===== src/rtl/dealer_pkg.sv =====
// Shared types and constants for the poker-hand dealer sequencer.
// Contents: FSM state enum, deal-phase enum, destination codes, per-phase card counts.
package dealer_pkg;

  localparam int unsigned DEST_W          = 4;
  localparam logic [3:0]  DEST_COMMUNITY  = 4'hF;
  localparam logic [3:0]  DEST_BURN       = 4'hE;
  localparam int unsigned FLOP_CARDS      = 3;
  localparam int unsigned TURN_CARDS      = 1;
  localparam int unsigned RIVER_CARDS     = 1;
  localparam int unsigned HOLE_PER_PLAYER = 2;

  typedef enum logic [2:0] {
    ST_IDLE,
    ST_DEAL,
    ST_GAP,
    ST_BET,
    ST_SHOW,
    ST_END
  } state_e;

  typedef enum logic [1:0] {
    PH_HOLE,
    PH_FLOP,
    PH_TURN,
    PH_RIVER
  } phase_e;

endpackage


===== src/rtl/dealer_sequencer_if.sv =====
// Deck request/acknowledge channel between the dealer sequencer and the deck/shuffler.
// Signals: deal_req (card request), deal_dest (card destination), deal_ack (card supplied).
// Modports: master = sequencer side, slave = deck side.
interface dealer_sequencer_if;
  import dealer_pkg::*;

  logic              deal_req;
  logic [DEST_W-1:0] deal_dest;
  logic              deal_ack;

  modport master (output deal_req, deal_dest, input deal_ack);
  modport slave  (input deal_req, deal_dest, output deal_ack);

endinterface


===== src/rtl/deal_handshake.sv =====
// Card request engine for one deal phase: drives req/dest, inserts the one-cycle gap
// after every accepted card, counts cards against the phase target and flags completion.
// Ports: start_c/target_c/hole_c/burn_c load a new phase; ack from the deck;
//        req/dest registered request; phase_done_c marks the last non-burn ack.
module deal_handshake
  import dealer_pkg::*;
#(
  parameter int unsigned NUM_PLAYERS = 4,
  parameter int unsigned CNT_W       = 4
) (
  input  logic              clk,
  input  logic              reset_n,
  input  logic              start_c,
  input  logic [CNT_W-1:0]  target_c,
  input  logic              hole_c,
  input  logic              burn_c,
  input  logic              ack,
  output logic              req,
  output logic [DEST_W-1:0] dest,
  output logic              phase_done_c
);

  localparam int unsigned PIDX_W = 3;

  logic              active;
  logic              burn_pend;
  logic              hole_q;
  logic [CNT_W-1:0]  cnt;
  logic [CNT_W-1:0]  target_q;
  logic [PIDX_W-1:0] pidx;
  logic [PIDX_W-1:0] pidx_nxt;
  logic              take;
  logic              last;

  // A card is accepted only while a request is outstanding; gap-cycle acks fall out here.
  assign take         = active & req & ack;
  assign last         = (cnt + CNT_W'(1)) == target_q;
  assign phase_done_c = take & ~burn_pend & last;
  assign pidx_nxt     = (pidx == PIDX_W'(NUM_PLAYERS - 1)) ? '0 : pidx + PIDX_W'(1);

  // Request / gap sequencing and card counting.
  always_ff @(posedge clk or negedge reset_n) begin
    if (!reset_n) begin
      active    <= 1'b0;
      req       <= 1'b0;
      dest      <= '0;
      burn_pend <= 1'b0;
      hole_q    <= 1'b0;
      cnt       <= '0;
      target_q  <= '0;
      pidx      <= '0;
    end else if (start_c) begin
      active    <= 1'b1;
      req       <= 1'b1;
      burn_pend <= burn_c;
      hole_q    <= hole_c;
      cnt       <= '0;
      target_q  <= target_c;
      pidx      <= '0;
      dest      <= burn_c ? DEST_BURN : (hole_c ? '0 : DEST_COMMUNITY);
    end else if (take) begin
      req <= 1'b0;
      if (burn_pend) begin
        // Burn card is not part of the phase count.
        burn_pend <= 1'b0;
        dest      <= hole_q ? '0 : DEST_COMMUNITY;
      end else begin
        cnt <= cnt + CNT_W'(1);
        if (last) begin
          active <= 1'b0;
        end else if (hole_q) begin
          pidx <= pidx_nxt;
          dest <= DEST_W'(pidx_nxt);
        end
      end
    end else if (active && !req) begin
      req <= 1'b1;
    end
  end

endmodule


===== src/rtl/dealer_sequencer.sv =====
// Poker hand sequencer: deals hole/flop/turn/river through the deck channel, waits for
// betting between phases, and emits single-cycle stage pulses move_to_1..5 and reset_game.
// Ports: clk, reset_n (async active-low), start_game, bet_done, one_player_left,
//        showdown_done; deck (master side of the request channel);
//        move_to_1..move_to_5, reset_game, busy (all registered).
// Build option: define BURN_CARD_EN to burn one card before flop, turn and river.
module dealer_sequencer
  import dealer_pkg::*;
#(
  parameter int unsigned NUM_PLAYERS = 4
) (
  input  logic                clk,
  input  logic                reset_n,
  input  logic                start_game,
  input  logic                bet_done,
  input  logic                one_player_left,
  input  logic                showdown_done,
  dealer_sequencer_if.master  deck,
  output logic                move_to_1,
  output logic                move_to_2,
  output logic                move_to_3,
  output logic                move_to_4,
  output logic                move_to_5,
  output logic                reset_game,
  output logic                busy
);

  localparam int unsigned HOLE_CARDS = HOLE_PER_PLAYER * NUM_PLAYERS;
  localparam int unsigned CNT_W      = $clog2(HOLE_CARDS + 1);
`ifdef BURN_CARD_EN
  localparam logic BURN_EN = 1'b1;
`else
  localparam logic BURN_EN = 1'b0;
`endif

  state_e           state, state_nxt;
  phase_e           phase, phase_nxt;
  logic [4:0]       move_q, move_nxt;
  logic             reset_game_nxt;
  logic             hs_start_c;
  logic             hs_hole_c;
  logic             hs_burn_c;
  logic [CNT_W-1:0] hs_target_c;
  logic             hs_done_c;

  function automatic logic [CNT_W-1:0] phase_cards(input phase_e p);
    case (p)
      PH_HOLE: return CNT_W'(HOLE_CARDS);
      PH_FLOP: return CNT_W'(FLOP_CARDS);
      PH_TURN: return CNT_W'(TURN_CARDS);
      default: return CNT_W'(RIVER_CARDS);
    endcase
  endfunction

  deal_handshake #(
    .NUM_PLAYERS (NUM_PLAYERS),
    .CNT_W       (CNT_W)
  ) u_handshake (
    .clk          (clk),
    .reset_n      (reset_n),
    .start_c      (hs_start_c),
    .target_c     (hs_target_c),
    .hole_c       (hs_hole_c),
    .burn_c       (hs_burn_c),
    .ack          (deck.deal_ack),
    .req          (deck.deal_req),
    .dest         (deck.deal_dest),
    .phase_done_c (hs_done_c)
  );

  // State register and registered pulse outputs.
  always_ff @(posedge clk or negedge reset_n) begin
    if (!reset_n) begin
      state      <= ST_IDLE;
      phase      <= PH_HOLE;
      move_q     <= '0;
      reset_game <= 1'b0;
      busy       <= 1'b0;
    end else begin
      state      <= state_nxt;
      phase      <= phase_nxt;
      move_q     <= move_nxt;
      reset_game <= reset_game_nxt;
      busy       <= (state_nxt != ST_IDLE);
    end
  end

  // Next-state, phase launch and pulse decode.
  always_comb begin
    state_nxt      = state;
    phase_nxt      = phase;
    move_nxt       = '0;
    reset_game_nxt = 1'b0;
    hs_start_c     = 1'b0;
    hs_hole_c      = 1'b0;
    hs_burn_c      = 1'b0;
    hs_target_c    = phase_cards(phase);
    case (state)
      ST_IDLE: begin
        if (start_game) begin
          state_nxt   = ST_DEAL;
          phase_nxt   = PH_HOLE;
          hs_start_c  = 1'b1;
          hs_hole_c   = 1'b1;
          hs_target_c = phase_cards(PH_HOLE);
        end
      end
      ST_DEAL: begin
        // DEAL coincides with an outstanding request, so any ack here is accepted.
        if (hs_done_c) begin
          state_nxt = ST_BET;
          move_nxt  = 5'(1) << phase;
        end else if (deck.deal_ack) begin
          state_nxt = ST_GAP;
        end
      end
      ST_GAP: state_nxt = ST_DEAL;
      ST_BET: begin
        // Fold-out beats a simultaneous bet_done.
        if (one_player_left) begin
          state_nxt      = ST_END;
          reset_game_nxt = 1'b1;
        end else if (bet_done) begin
          if (phase == PH_RIVER) begin
            state_nxt = ST_SHOW;
            move_nxt  = 5'b10000;
          end else begin
            state_nxt   = ST_DEAL;
            phase_nxt   = phase_e'(2'(phase + 2'd1));
            hs_start_c  = 1'b1;
            hs_burn_c   = BURN_EN;
            hs_target_c = phase_cards(phase_nxt);
          end
        end
      end
      ST_SHOW: begin
        if (showdown_done) begin
          state_nxt      = ST_END;
          reset_game_nxt = 1'b1;
        end
      end
      ST_END:  state_nxt = ST_IDLE;
      default: state_nxt = ST_IDLE;
    endcase
  end

  assign move_to_1 = move_q[0];
  assign move_to_2 = move_q[1];
  assign move_to_3 = move_q[2];
  assign move_to_4 = move_q[3];
  assign move_to_5 = move_q[4];

endmodule

===== src/flat_wrapper.sv =====
// flat-port wrapper written by rule: the top's interface ports become plain ports
module dealer_sequencer_flat import dealer_pkg::*;
#(
  parameter int unsigned NUM_PLAYERS = 4
)
  (clk, reset_n, start_game, bet_done, one_player_left, showdown_done, move_to_1, move_to_2, move_to_3, move_to_4, move_to_5, reset_game, busy, deck_deal_req, deck_deal_dest, deck_deal_ack);
  dealer_sequencer_if deck_i ();
  input  logic clk;
  input  logic reset_n;
  input  logic start_game;
  input  logic bet_done;
  input  logic one_player_left;
  input  logic showdown_done;
  output logic move_to_1;
  output logic move_to_2;
  output logic move_to_3;
  output logic move_to_4;
  output logic move_to_5;
  output logic reset_game;
  output logic busy;
  output wire logic [$bits(deck_i.deal_req)-1:0] deck_deal_req;
  output wire logic [$bits(deck_i.deal_dest)-1:0] deck_deal_dest;
  input wire logic [$bits(deck_i.deal_ack)-1:0] deck_deal_ack;
  assign deck_deal_req = deck_i.deal_req;
  assign deck_deal_dest = deck_i.deal_dest;
  assign deck_i.deal_ack = deck_deal_ack;
  dealer_sequencer #(.NUM_PLAYERS(NUM_PLAYERS)) u_core (.clk(clk), .reset_n(reset_n), .start_game(start_game), .bet_done(bet_done), .one_player_left(one_player_left), .showdown_done(showdown_done), .deck(deck_i), .move_to_1(move_to_1), .move_to_2(move_to_2), .move_to_3(move_to_3), .move_to_4(move_to_4), .move_to_5(move_to_5), .reset_game(reset_game), .busy(busy));
endmodule

===== config.mk =====
export PLATFORM = sky130hd
export DESIGN_NAME = dealer_sequencer_flat
export DESIGN_NICKNAME = d
export VERILOG_FILES = /design/src/rtl/dealer_pkg.sv /design/src/rtl/dealer_sequencer_if.sv /design/src/rtl/deal_handshake.sv /design/src/rtl/dealer_sequencer.sv /design/src/flat_wrapper.sv
export SDC_FILE = /design/constraint.sdc
export NUM_CORES = 1
export LEC_CHECK = 0
export ABC_AREA = 1
export BUFFER_PORTS_ARGS = -buffer_cell sky130_fd_sc_hd__buf_2
export CAP_MARGIN = 30
export CORE_MARGIN = 2
export CORE_UTILIZATION = 40
export DETAILED_ROUTE_END_ITERATION = 16
export SLEW_MARGIN = 20
export SYNTH_ARGS = -nofsm -noshare
export SYNTH_HDL_FRONTEND = slang
export SYNTH_SLANG_ARGS = --single-unit

===== constraint.sdc =====
create_clock -name clk -period 1.95 [get_ports clk]
set_clock_uncertainty 0.2 [all_clocks]
set_input_delay 0.195 -clock clk [delete_from_list [all_inputs] [get_ports clk]]
set_output_delay 0.195 -clock clk [all_outputs]
set_load 0.03 [all_outputs]

== Word-level counts from Yosys, hierarchy flattened ==
Index checks and enable logic that the tools add are counted.

* Add/subtract/negate cells: 3
* Eq/ne operators: 16
* Shift operators: 1
* Mux-type cells: 59
* Bitwise operators: 5
* Reductions and logical operators: 17

{| class="wikitable"
|+ Operators by type and width
! kind !! number
|-
| $mux W4 || 14
|-
| $mux W3 || 13
|-
| $pmux W4 S2 || 3
|-
| $mux W5 || 4
|-
| $mux W1 || 16
|-
| $pmux W3 S5 || 1
|-
| $pmux W5 S2 || 1
|-
| $eq A3 B2 Y1 const B || 3
|-
| $reduce_bool A3 Y1 || 3
|-
| $mux W2 || 4
|-
| $ne A2 B2 Y1 const B || 4
|-
| $reduce_bool A2 Y1 || 4
|-
| $reduce_and A3 Y1 || 2
|-
| $reduce_and A5 Y1 || 1
|-
| $shl A1 B2 Y5 const A || 1
|-
| $add A4 B1 Y4 const B || 1
|-
| $and A1 B1 Y1 || 4
|-
| $eq A2 B1 Y1 const B || 2
|-
| $eq A4 B4 Y1 || 1
|-
| $logic_not A2 Y1 || 2
|-
| $ne A2 B1 Y1 const B || 2
|-
| $pmux W1 S2 || 2
|-
| $pmux W2 S2 || 1
|-
| $reduce_and A4 Y1 || 1
|-
| 11 further kinds || 11
|}

* Flip-flop bits (word level): 31
* Input port bits: 7

== Depth between registers and ports, before layout ==
* Depth after elaboration: 7
* Mapped depth: 11
* Gate-level depth less buffers: 11

== Cells and area by module ==
From an unflattened synthesis, not the netlist that was laid out.

* Cells, all modules: 234
* Area, all modules: 1,813.0 µm²

{| class="wikitable"
|+ By module, submodules not included
! module !! times used !! cells each !! area an instance (µm²)
|-
| deal_handshake || 1 || 132 || 1,057.3
|-
| dealer_sequencer || 1 || 102 || 755.7
|}

== Worst setup path after synthesis ==
OpenSTA, ideal clock, no wires.

* Kind: register to register
* Start point: reg u_core.phase[0]
* End point: reg u_core.u_handshake.dest[0]
* Setup time: 0.117 ns
* Data arrival time: 1.475 ns
* Slack: 0.158 ns
* Cell stages (with the launch flop): 11
* Buffers on the path: 2
* Period minus slack after synthesis: 1.792 ns
* Cell sequence: dfrtp_1 -> ha_1 -> inv_1 -> nand3_1 -> or2_1 -> buf_6 -> nand2_8 -> inv_8 -> buf_8 -> nand3_1 -> nand2_1

* Cells in the longest elaborated chain, start to end: 7
* Elaborated cells on any way between the ends: 10

{| class="wikitable"
|+ Ends and longest elaborated chain
! item !! line !! source
|-
| start: declaration || dealer_sequencer.sv:37 || <nowiki>phase_e phase, phase_nxt;</nowiki>
|-
| start signal: assignment || dealer_sequencer.sv:81 || <nowiki>phase <= phase_nxt;</nowiki>
|-
| $eq A2 B2 Y1 * || dealer_sequencer.sv:124 || <nowiki>if (phase == PH_RIVER) begin</nowiki>
|-
| $mux W1 * || dealer_sequencer.sv:124 ||
|-
| $mux W1 * || dealer_sequencer.sv:123 || <nowiki>end else if (bet_done) begin</nowiki>
|-
| $mux W1 * || dealer_sequencer.sv:120 || <nowiki>if (one_player_left) begin</nowiki>
|-
| $pmux W1 S2 * || dealer_sequencer.sv:98 || <nowiki>case (state)</nowiki>
|-
| $ne A3 B2 Y1 (no line) (tied with other cells) || n/a ||
|-
| $reduce_and A3 Y1 (no line) || n/a ||
|-
| end signal: assignment || deal_handshake.sv:60 || <nowiki>dest <= burn_c ? DEST_BURN : (hole_c ? '0 : DEST_COMMUNITY);</nowiki>
|-
| end signal: assignment || deal_handshake.sv:66 || <nowiki>dest <= hole_q ? '0 : DEST_COMMUNITY;</nowiki>
|-
| end signal: assignment || deal_handshake.sv:73 || <nowiki>dest <= DEST_W'(pidx_nxt);</nowiki>
|-
| end: declaration || deal_handshake.sv:19 || <nowiki>output logic [DEST_W-1:0] dest,</nowiki>
|}

Every way passes the cells marked *; elsewhere a longest branch is shown, timed or not.
A chain may end at the register's enable or synchronous reset.

== Worst setup path after layout ==
* Start point: reg u_core.u_handshake.cnt[1]
* End point: reg u_core.u_handshake.dest[1]

* Cells in the longest elaborated chain, start to end: 4

{| class="wikitable"
|+ Ends and longest elaborated chain
! item !! line !! source
|-
| start: declaration || deal_handshake.sv:28 || <nowiki>logic [CNT_W-1:0] cnt;</nowiki>
|-
| start signal: assignment || deal_handshake.sv:68 || <nowiki>cnt <= cnt + CNT_W'(1);</nowiki>
|-
| $add A4 B1 Y4 || deal_handshake.sv:37 || <nowiki>assign last = (cnt + CNT_W'(1)) == target_q;</nowiki>
|-
| $eq A4 B4 Y1 || deal_handshake.sv:37 ||
|-
| $ne A3 B2 Y1 (no line) || n/a ||
|-
| $reduce_and A3 Y1 (no line) || n/a ||
|}

Every way passes these cells.

==> run_results.csv <==
group,metric,value,unit
synthesis,synth-seq-area-share,0.500,
global_routing,overflow,0,
cts,cts_buffers,5,
floorplan,initial_core_util,0.425,
timing,hold_violations,0,
worst_setup_path,arrival,1.87,ns
final_layout,layout.cells.non_filler,246,
synthesis,syn_avg_cell_area,8.64,um^2
synthesis,synth_compound_area_frac,0.0733,
synthesis,yosys-top-cells-area,"dfrtp_1, nand2_1, nand3_1",
pwr,power,2.21,mW
worst_setup_path,crit_fanout,10,
job,cap_violations,0,
routing,drtIter0Drc,59,
worst_setup_path,criticalPathCategory,"reg -> reg",
global_routing,first_global_vias,1182,
global_routing,grt.total_usage,0.166,
timing,rsz0062_at_grt,"true",
final_layout,final_core_util,0.501,
global_routing,grt_pass1_wl,5290,um
synthesis,synthXorXnorAreaFrac,0.0121,
synthesis,synth_area_leader_cell,"dfrtp_1",
timing,worst_pin_slew,0.622,ns
placed_design,placed_area,1590,um^2
cts,clk_pin_slew,0.09,ns
final_layout,drive_above_1_share,0.185,
synthesis,syn_nets,182,
placed_design,gp_congestion,0.801,
final_layout,final_area,1710,um^2
synthesis,synth_top_family_by_area,"simple AND/OR/NAND/NOR gates",
placed_design,preCtsSetupSlack,0.0435,ns
synthesis,yosys.area_share.simple,0.269,
synthesis,synthMuxAreaShare,0,
timing,max_freq,542,MHz
placed_design,dp.cells,232,
timing,holdWs,0.0564,ns
worst_setup_path,end_kind,"flop",
pwr,p_leak,0.927,nW
timing,tns,0,ns
floorplan,die_area,4130,um^2
final_layout,area_delta_synth_final,18.0,%
timing,setup_ws,0.105,ns
cts,cts_max_path_buffers,2,
floorplan,ios,19,
cts,cts_tree,"built",
hold_path,hold_start,"deck_deal_ack",
routing,drt_pass1_iterations,4,
floorplan,die-width,64.2,um
timing,final-setup-viol-count,0,
pwr,power_density,1290,nW/um^2
synthesis,synthDistinctLibCells,22,
cts,clock-root-buffer,"clkbuf_4",
routing,drc,0,
cts,cts.sinks,29,
outcome,outcome,"finished clean",
routing,routed_wl,2940,um
cts,h-tree-depth,2,
timing,final_max_slew_viol_count,0,
floorplan,coreArea,3420,um^2
floorplan,num_rows,21,
timing,slew_headroom,0.585,
worst_setup_path,crit_required,1.97,ns
synthesis,synth-seq-cells,29,
placed_design,hpwl,2160,um
routing,routed_via_density,4.96,
final_layout,final_net_count,213,
routing,vias,1220,
final_layout,n_antenna_cell,0,
floorplan,die_h,64.2,um
worst_setup_path,startpoint_type,"flop",
synthesis,synth_top_area_share,0.500,
pwr,vdd_ir_drop_max,0.550,mV
timing,post-route-period-util,0.946,
global_routing,grt_max_degree,30,
timing,period_needed,1.84,ns
routing,ant_nets,0,
worst_setup_path,rr_startpoint,"u_core.u_handshake.cnt[1]",
final_layout,fillers,334,
hold_path,min-delay-path-class,"in -> reg",
cts,clkLatencyLatePin,0.33,ns
global_routing,antenna_found_initial,0,
synthesis,synth_cells,168,
routing,wl_per_cell,12.0,um
synthesis,synth_area,1450,um^2
worst_setup_path,worstSetupStartpoint,"u_core.u_handshake.cnt[1]",
synthesis,synthAdderAreaFrac,0.0603,
synthesis,yosysWarnings,0,
placed_design,io_buffers,18,
routing by layer:
layer | GRT usage | routed length, um | vias up
li1 | - | - | 610
met1 | 0.201 | 1280 | 562
met2 | 0.275 | 1430 | 42
met3 | 0.0458 | 170 | 6
met4 | 0.0718 | 62 | 0
met5 | 0 | 0 | -
layout by cell type (no fill, tap or decap), drive strengths merged:
cell type    Yosys  final
nor3             2      2
o31ai            2      2
nand2           43     43
nor2            11     11
dlygate4sd3      0      5
nand4            2      2
o21ai           14     14
clkbuf           0      8
dfrtp           29     29
or2              1      1
ha               7      7
a211oi           1      1
buf              2     21
nand3           26     26
o41ai            1      1
xor2             2      2
a21oi            1      1
inv             24     24
flip-flops by register name, indices dropped and copies added (netlist names), 2 cells and up:
name and cells:
u_core.move_q 5, u_core.phase 2, u_core.u_handshake.target_q 3, u_core.state 3, u_core.u_handshake.cnt 4, u_core.u_handshake.dest 4
u_core.u_handshake.pidx 3
power by group:
part	internal [mW]	switching [mW]	total (mW)	leakage (nW)
Combinational	0.323	0.637	0.961	0.528
Clock	0.143	0.202	0.345	0.0265
Sequential	0.773	0.131	0.904	0.373
Total	1.24	0.971	2.21	0.927
area by class of cell:
class	instances	area [um^2]	area share
inverter	24	97.6	0.0570
tap	46	57.6	0.0336
sequential	29	727	0.424
clock buffer	8	48.8	0.0285
timing repair buffer	26	163	0.0950
multi-input combinational	113	619	0.362
cell usage after synthesis:
| cell | n |
|---|---|
| nand2_1 | 41 |
| dfrtp_1 | 29 |
| nand3_1 | 24 |
| inv_1 | 23 |
| o21ai_0 | 13 |
| nor2_1 | 11 |
| ha_1 | 7 |
| nand3_2 | 2 |
| nand4_1 | 2 |
| nor3_1 | 2 |
| o31ai_1 | 2 |
| xor2_1 | 2 |
| a211oi_1 | 1 |
| a21oi_1 | 1 |
| buf_6 | 1 |
| buf_8 | 1 |
| inv_8 | 1 |
| nand2_2 | 1 |
| nand2_8 | 1 |
| o21ai_1 | 1 |
| o41ai_1 | 1 |
| or2_1 | 1 |
critical path, stage by stage, from the launching register on:
cell	delay [ns]
dfrtp_2	0.44
ha_1	0.30
inv_1	0.07
nand2_1	0.05
nand2_1	0.05
nand2_1	0.06
nor2_2	0.12
nand2_1	0.11
nand2_4	0.12
nand2_1	0.10
nand2_1	0.07
nand2_1	0.05
logic make-up after synthesis:
kind of cell / count (synthesis)
flip-flops: 29
adder cells (fa/ha/maj): 7
XOR/XNOR: 2
AND/OR/NAND/NOR: 85
buffers and inverters: 26
AO/OA/AOI/OAI: 19
final timing paths:
kind	to	slack [ns]	cells after the start
max in group asynchronous	u_core.u_handshake.cnt[1]	0.90	2
worst min-delay path	u_core.state[1]	0.06	3
worst min register to register	u_core.u_handshake.dest[3]	0.30	2
min in group asynchronous	u_core.u_handshake.cnt[3]	0.21	2
worst max register to register	u_core.u_handshake.dest[1]	0.11	11
worst max-delay path	u_core.u_handshake.dest[1]	0.11	11
repair_timing:
action,in CTS,in global routing
endpoints found under the setup margin,0,14
gates resized for setup,0,7
hold endpoints to repair,33,0
hold buffers,5,0
buffers inserted,0,1
(Power assumes the default switching activity.)
